$ cat config.mk
export PLATFORM = sky130hd
export DESIGN_NAME = everloop_ws2812_tx
export DESIGN_NICKNAME = d
export VERILOG_FILES = /design/src/rtl/everloop_ws2812_tx.sv
export SDC_FILE = /design/constraint.sdc
export NUM_CORES = 1
export LEC_CHECK = 0
export ABC_AREA = 1
export CAP_MARGIN = 15
export CORE_MARGIN = 2
export CORE_UTILIZATION = 45
export DETAILED_ROUTE_END_ITERATION = 8
export DONT_BUFFER_PORTS = 1
export SLEW_MARGIN = 20
export SYNTH_ARGS = -nofsm -noshare
export SYNTH_HDL_FRONTEND = slang
export SYNTH_SLANG_ARGS = --single-unit
$ cat constraint.sdc
create_clock -name clk -period 1.78 [get_ports clk]
set_clock_uncertainty 0.2 [all_clocks]
set_input_delay 0.534 -clock clk [delete_from_list [all_inputs] [get_ports clk]]
set_output_delay 0.534 -clock clk [all_outputs]
set_load 0.005 [all_outputs]
$ cat src/rtl/everloop_ws2812_tx.sv
`default_nettype none
// ============================================================================
// Module      : everloop_ws2812_tx
// Description : Scans the everloop LED byte RAM on every frame and serializes
//               each byte MSB first onto the single-wire WS2812/SK6812 NRZ
//               line. Each frame is preceded by a low latch gap. The next byte
//               is prefetched during bit 0 of the current byte, so bytes follow
//               each other with no idle cycles.
// Revision    : 1.0 - initial release
// ============================================================================
module everloop_ws2812_tx #(
    parameter int NUM_LEDS      = 35,
    parameter int BYTES_PER_LED = 4,
    parameter int ADR_WIDTH     = 11,
    parameter int T_BIT         = 63,
    parameter int T0H           = 18,
    parameter int T1H           = 35,
    parameter int RESET_CYCLES  = 3000
) (
    input  logic                 clk,
    input  logic                 reset,
    input  logic                 enable,
    output logic [ADR_WIDTH-1:0] address,
    input  logic [7:0]           data_RGB,
    output logic                 everloop_d,
    output logic                 busy,
    output logic                 frame_done
);

    localparam int FRAME_BYTES = NUM_LEDS * BYTES_PER_LED;
    localparam int CW          = $clog2(T_BIT);
    localparam int LW          = $clog2(RESET_CYCLES + 1);

    localparam logic [CW-1:0]        C_ZERO    = CW'(0);
    localparam logic [CW-1:0]        C_ONE     = CW'(1);
    localparam logic [CW-1:0]        C_CAPTURE = CW'(2);
    localparam logic [CW-1:0]        C_LAST    = CW'(T_BIT - 1);
    localparam logic [CW-1:0]        T0H_C     = CW'(T0H);
    localparam logic [CW-1:0]        T1H_C     = CW'(T1H);
    localparam logic [LW-1:0]        LAT_LAST  = LW'(RESET_CYCLES - 1);
    localparam logic [LW-1:0]        LAT_ONE   = LW'(1);
    localparam logic [ADR_WIDTH-1:0] LAST_BYTE = ADR_WIDTH'(FRAME_BYTES - 1);
    localparam logic [ADR_WIDTH-1:0] ADR_ONE   = ADR_WIDTH'(1);

    typedef enum logic [2:0] {
        IDLE  = 3'd0,
        LATCH = 3'd1,
        FETCH = 3'd2,
        LOAD  = 3'd3,
        BITS  = 3'd4
    } state_t;

    state_t                 state;
    logic [LW-1:0]          lat_cnt;
    logic [CW-1:0]          cyc;
    logic [2:0]             bit_idx;
    logic [ADR_WIDTH-1:0]   byte_idx;
    logic [7:0]             sh;
    logic [7:0]             nxt;

    logic                   last_cyc;
    logic                   last_bit;
    logic                   last_byte;
    logic                   first_bit;
    logic [CW-1:0]          cyc_inc;
    logic [CW-1:0]          high_len;

    // Bit-cell position decode and the high-time of the bit now on the line
    always_comb begin
        last_cyc  = (cyc == C_LAST);
        last_bit  = (bit_idx == 3'd7);
        last_byte = (byte_idx == LAST_BYTE);
        first_bit = (bit_idx == 3'd0);
        cyc_inc   = cyc + C_ONE;
        high_len  = sh[7] ? T1H_C : T0H_C;
    end

    // Frame sequencer; everloop_d and frame_done are computed one cycle ahead
    // so that both leave the block straight from flops
    always_ff @(posedge clk or negedge reset) begin
        if (!reset) begin
            state      <= IDLE;
            lat_cnt    <= '0;
            cyc        <= '0;
            bit_idx    <= '0;
            byte_idx   <= '0;
            sh         <= '0;
            nxt        <= '0;
            address    <= '0;
            everloop_d <= 1'b0;
            busy       <= 1'b0;
            frame_done <= 1'b0;
        end else begin
            frame_done <= 1'b0;
            case (state)
                IDLE: begin
                    everloop_d <= 1'b0;
                    address    <= '0;
                    if (enable) begin
                        state   <= LATCH;
                        busy    <= 1'b1;
                        lat_cnt <= '0;
                    end
                end

                LATCH: begin
                    everloop_d <= 1'b0;
                    if (lat_cnt == LAT_LAST) begin
                        state <= FETCH;
                    end else begin
                        lat_cnt <= lat_cnt + LAT_ONE;
                    end
                end

                // Address 0 is already on the RAM; this cycle covers its latency
                FETCH: begin
                    state <= LOAD;
                end

                LOAD: begin
                    sh         <= data_RGB;
                    bit_idx    <= '0;
                    byte_idx   <= '0;
                    cyc        <= '0;
                    everloop_d <= 1'b1;
                    state      <= BITS;
                end

                BITS: begin
                    // Prefetch the following byte while bit 0 is on the line
                    if (first_bit && !last_byte && (cyc == C_ZERO)) begin
                        address <= byte_idx + ADR_ONE;
                    end
                    if (first_bit && !last_byte && (cyc == C_CAPTURE)) begin
                        nxt <= data_RGB;
                    end

                    if (last_cyc) begin
                        cyc <= '0;
                        if (last_bit && last_byte) begin
                            // Frame complete: rescan from address 0
                            everloop_d <= 1'b0;
                            address    <= '0;
                            byte_idx   <= '0;
                            bit_idx    <= '0;
                            if (enable) begin
                                state   <= LATCH;
                                lat_cnt <= '0;
                            end else begin
                                state <= IDLE;
                                busy  <= 1'b0;
                            end
                        end else if (last_bit) begin
                            sh         <= nxt;
                            byte_idx   <= byte_idx + ADR_ONE;
                            bit_idx    <= '0;
                            everloop_d <= 1'b1;
                        end else begin
                            sh         <= {sh[6:0], 1'b0};
                            bit_idx    <= bit_idx + 3'd1;
                            everloop_d <= 1'b1;
                        end
                    end else begin
                        cyc        <= cyc_inc;
                        everloop_d <= (cyc_inc < high_len);
                        if (last_bit && last_byte && (cyc_inc == C_LAST)) begin
                            frame_done <= 1'b1;
                        end
                    end
                end

                default: begin
                    state      <= IDLE;
                    busy       <= 1'b0;
                    everloop_d <= 1'b0;
                    address    <= '0;
                end
            endcase
        end
    end

endmodule
`default_nettype wire

Word-level counts from Yosys, hierarchy flattened
Index checks and enable logic that the tools add are counted.
- add/subtract/negate cells: 4
- $mul: 0
- div/mod/pow operators: 0
- magnitude comparators: 1
- eq/ne operators: 18
- shift operators: 0
- multiplexer cells: 41
- bitwise operators: 1
- reductions and logical operators: 19
- operators with widths (kind ; count):
    11-bit 2-to-1 mux ; 6
    12-bit 2-to-1 mux ; 4
    11-bit one-hot mux with 2 select lines ; 2
    12-bit one-hot mux with 3 select lines ; 1
    8-bit 2-to-1 mux ; 3
    3-bit 2-to-1 mux ; 7
    8-bit one-hot mux with 2 select lines ; 1
    3-bit one-hot mux with 5 select lines ; 1
    2-bit inequality test (second input constant) ; 7
    12-bit by 1-bit adder with 12-bit output (second input constant) ; 1
    12-bit equality test (second input constant) ; 1
    6-bit equality test (second input constant) ; 2
    6-bit 2-to-1 mux ; 2
    6-bit one-hot mux with 2 select lines ; 1
    11-bit by 1-bit adder with 11-bit output (second input constant) ; 1
    11-bit by 8-bit equality test with 1-bit output (second input constant) ; 1
    1-bit 2-to-1 mux ; 10
    4-bit AND reduction ; 2
    6-bit by 1-bit adder with 6-bit output (second input constant) ; 1
    3-bit by 2-bit equality test with 1-bit output (second input constant) ; 2
    3-bit equality test (second input constant) ; 2
    6-bit by 2-bit equality test with 1-bit output (second input constant) ; 1
    3-bit zero test ; 2
    6-bit zero test ; 1
    other kinds (15) ; 22
- register bits: 65
- latch bits: 0
- bits in writable memories: 0
- memory bits (read-only): 0
- input bits: 11
- logic and storage cells: 95
- memories: 0

Logic depth before layout (Yosys ltp)
- depth in word-level cells: 8
- depth in mapped cells: 13

Least setup slack after synthesis
No wires, ideal clock.
- path type: register to register
- from: register byte_idx[0]
- to: register lat_cnt[7]
- library setup time: 0.116 ns
- arrival time: 1.570 ns
- slack: -0.106 ns
- cell stages (with the launch flop): 10
- period minus slack after synthesis: 1.886 ns
- path through: dfrtp_1 -> ha_1 -> nand2_1 -> nor2_2 -> nand3_2 -> nand2_2 -> nand3_2 -> buf_4 -> nand2_1 -> nand2_1
- cells in the longest elaborated chain, start to end: 4
- ends and longest elaborated chain (element ; line ; RTL):
    start, declared ; 57 ; logic [ADR_WIDTH-1:0] byte_idx;
    start signal, assigned ; 155 ; byte_idx <= byte_idx + ADR_ONE;
    11-bit by 8-bit equality test with 1-bit output ; 72 ; last_byte = (byte_idx == LAST_BYTE);
    1-bit logical AND ; 140 ; if (last_bit && last_byte) begin
    2-bit inequality test (no source line) ; n/a ;
    4-bit AND reduction (no source line) ; n/a ;
    end signal, assigned ; 111 ; lat_cnt <= lat_cnt + LAT_ONE;
    end, declared ; 54 ; logic [LW-1:0] lat_cnt;
Every way passes these cells.
A chain may end at the register's enable or synchronous reset.

Worst setup path in the final report
- from: register cyc[0]
- to: register byte_idx[0]
- cells in the longest elaborated chain, start to end: 3
- ends and longest elaborated chain (element ; line ; RTL):
    start, declared ; 55 ; logic [CW-1:0] cyc;
    start signal, assigned ; 164 ; cyc <= cyc_inc;
    6-bit equality test ; 70 ; last_cyc = (cyc == C_LAST);
    2-bit inequality test (no source line) ; n/a ;
    3-bit AND reduction (no source line) ; n/a ;
Every way passes these cells.

==> impl_metrics.py <==
metrics = {
    "power_and_ir_drop": {
        "p_per_area_mw_per_mm2": 521,
        "p_leak_nw": 2.64,
        "vdd_drop_max_mv": 0.351,
    },
    "detailed_routing": {
        "first_iter_violations": 139,
        "num_vias": 3611,
        "ant_nets": 0,
        "detail_route.wl_per_cell_um": 14.1,
        "dr.pass1.iters": 5,
        "vias_per_cell": 5.06,
        "drt-total-wl_um": 10100,
        "drc": 0,
    },
    "synthesis": {
        "synth_warnings": 0,
        "synth_area_per_cell_um2": 7.50,
        "synthCells": 524,
        "synth-xor-area-share_pct": 2.68,
        "synth-async-reset-ratio_pct": 100,
        "synth.area.top_cells": "dfrtp_1 41%, nand2_1 16%, nor2_1 6.5%",
        "synthMuxAreaShare_pct": 0,
        "yosysUniqueCellTypes": 35,
        "synth.largest_area_cell": "dfrtp_1",
        "syn_area_mm2": 0.00393,
        "synth_fa_ha_area_share_pct": 3.50,
        "synth-main-ff-cell": "dfrtp_1",
        "synth_edf_count": 0,
        "synth_seq_cells": 65,
        "syn_nets": 546,
        "netlist.area_leader.share_pct": 41.4,
        "synth_compound_area_share_pct": 9.90,
        "synth-simple-area-share_pct": 34.7,
        "synth_top_family_by_area": "simple AND/OR/NAND/NOR gates",
        "yosysSeqAreaShare_pct": 41.4,
    },
    "timing": {
        "relSlewSlack_pct": 78.2,
        "finalWorstSetupSlack_ps": -134,
        "setup_tns_ps": -2360,
        "finalSetupViolCount": 31,
        "worst_pin_slew_ps": 327,
        "min_period_over_period_pct": 108,
        "whs_ps": -330,
        "slew_viol_final": 0,
        "rsz0062_at_grt": "true",
        "fin_crit_ps": 1910,
        "clock.fmax_mhz": 522,
        "hold_viol": 65,
    },
    "grt": {
        "grt_max_degree": 66,
        "antenna_found_initial": 0,
        "gr-usage-all-layers_pct": 21.0,
        "grt_pass1_wl_um": 16300,
        "grt_pass1_vias": 3503,
        "overflow": 0,
    },
    "final_layout": {
        "nFillCells": 751,
        "finish.net_count": 623,
        "antenna_cells": 0,
        "drive_gt1_share_pct": 34.2,
        "synthToLayoutAreaGrowth_pct": 35.4,
        "layout_common_cells": "137 x nand2_1, 63 x dfrtp_1, 60 x nor2_1",
        "layout.cells.most_common": "nand2_1",
    },
    "clock_network": {
        "cts_max_level": 3,
        "cts_tree": "yes",
        "root_buffer": "clkbuf_8",
        "numCtsBuffers": 9,
        "clk_pin_slew_worst_paths_ps": 80,
        "cts_max_path_buffers": 2,
        "cts.sinks": 65,
        "insertion_delay_ps": 360,
    },
    "critical_path": {
        "setup.worst_path.class": "flip-flop to flip-flop",
        "arrival_ps": 1990,
        "reg2reg_depth": 8,
        "start_kind": "flip-flop",
        "cp-end-kind": "flip-flop",
        "worstPathRequired_ps": 1860,
        "cp_max_fo": 6,
    },
    "placed_design": {
        "detailed_place_hpwl_um": 6320,
        "port_buffers": 0,
        "post-place-ws_ps": -178,
        "place_congestion": 0.812,
    },
    "floorplan": {
        "io-pin-count": 25,
        "start_util_pct": 45.7,
        "dieArea_mm2": 0.00949,
        "rows": 34,
        "die_h_um": 97.4,
        "core_mm2": 0.00859,
        "die_x_um": 97.4,
    },
    "worst_hold_path": {
        "hold_class": "primary input to asynchronous set/reset pin",
    },
    "status": {
        "status": "finished, violations left",
        "violations": "hold timing, setup timing",
    },
    "flow_run": {
        "maxCapViolCount": 0,
    },
}
-- worst max-delay path, stage by stage, from the launching register on --
cell and delay (ps):
dfrtp_1 430, inv_2 110, ha_4 150, nand3_4 70, nor2_4 200, buf_6 130
nand4_1 200, buf_4 250, o21ai_2 100
-- routing by layer --
| layer | wire length (µm) | global-route usage, % | up-vias |
|---|---|---|---|
| met3 | 468 | 3.96 | 16 |
| met2 | 4830 | 33.9 | 76 |
| li1 | - | - | 1819 |
| met4 | 153 | 7.69 | 0 |
| met1 | 4610 | 28.3 | 1700 |
| met5 | 0 | 0 | - |
-- metrics by stage --
stage	util, %	power [mW]	std cells	area (µm²)
6_report	61.9	2.77	714	5320
3_5_place_dp	51.8	1.51	674	4450
4_1_cts	56.9	2.79	701	4890
2_1_floorplan	-	1.51	524	3990
5_1_grt	61.9	2.85	714	5320
3_3_place_gp	51.8	1.51	674	4450
-- cells in the mapped netlist, types with 2 or more instances --
cell,n
a21oi_1,3
buf_2,4
buf_4,3
buf_6,2
dfrtp_1,65
ha_1,11
inv_1,59
inv_2,3
nand2_1,166
nand2_2,6
nand2_4,3
nand3_1,32
nand3_2,3
nand4_1,10
nor2_1,68
nor2_2,6
nor2_4,2
nor2_8,2
nor3_1,3
o21ai_0,29
o21ai_2,19
o22ai_1,2
xnor2_1,2
xor2_1,10
-- kinds of logic (layout without fill, tap and decap cells) --
family          after synthesis  after routing
fa+ha+maj                    11             11
flops                        65             65
compound gates               59             60
xor+xnor                     12             12
simple gates                304            307
buf+inv                      73            151
-- worst paths after layout --
kind	from	endpoint	slack [ps]
max reg2reg	cyc[0]	byte_idx[0]	-130
min	reset	address[2]	-330
max	cyc[0]	byte_idx[0]	-130
min in group clk	data_RGB[6]	nxt[6]	120
min reg2reg	nxt[7]	nxt[7]	280
max in group asynchronous	reset	cyc[1]	1560
-- power by group --
| group | leakage (nW) | total, mW | switching [mW] | internal, mW |
|---|---|---|---|---|
| logic | 1.75 | 0.00908 | 0.00589 | 0.00319 |
| registers | 0.786 | 1.48 | 0 | 1.48 |
| clock network | 0.102 | 1.29 | 0.613 | 0.675 |
-- area by class of cell --
class	instances	area (µm²)	area share, %
timing repair buffer	72	644	12.1
sequential	65	1630	30.6
clock inverter	6	57.6	1.08
tap	108	135	2.54
clock buffer	10	138	2.59
multi-input combinational	390	2460	46.3
inverter	63	251	4.73
-- timing repair --
item,CTS,global route
cloned,3,2
gates resized for setup,29,77
hold endpoints to repair,65,65
setup endpoints to repair,49,58
pin swaps,9,32
setup buffers,8,11
-- registers in the layout, indices dropped and copies added (netlist names) --
register	count
lat_cnt	12
address	11
byte_idx	11
nxt	8
sh	8
cyc	6
bit_idx	3
state	3
busy	1
everloop_d	1
frame_done	1
No activity file was read; power rests on OpenSTA's default activity.
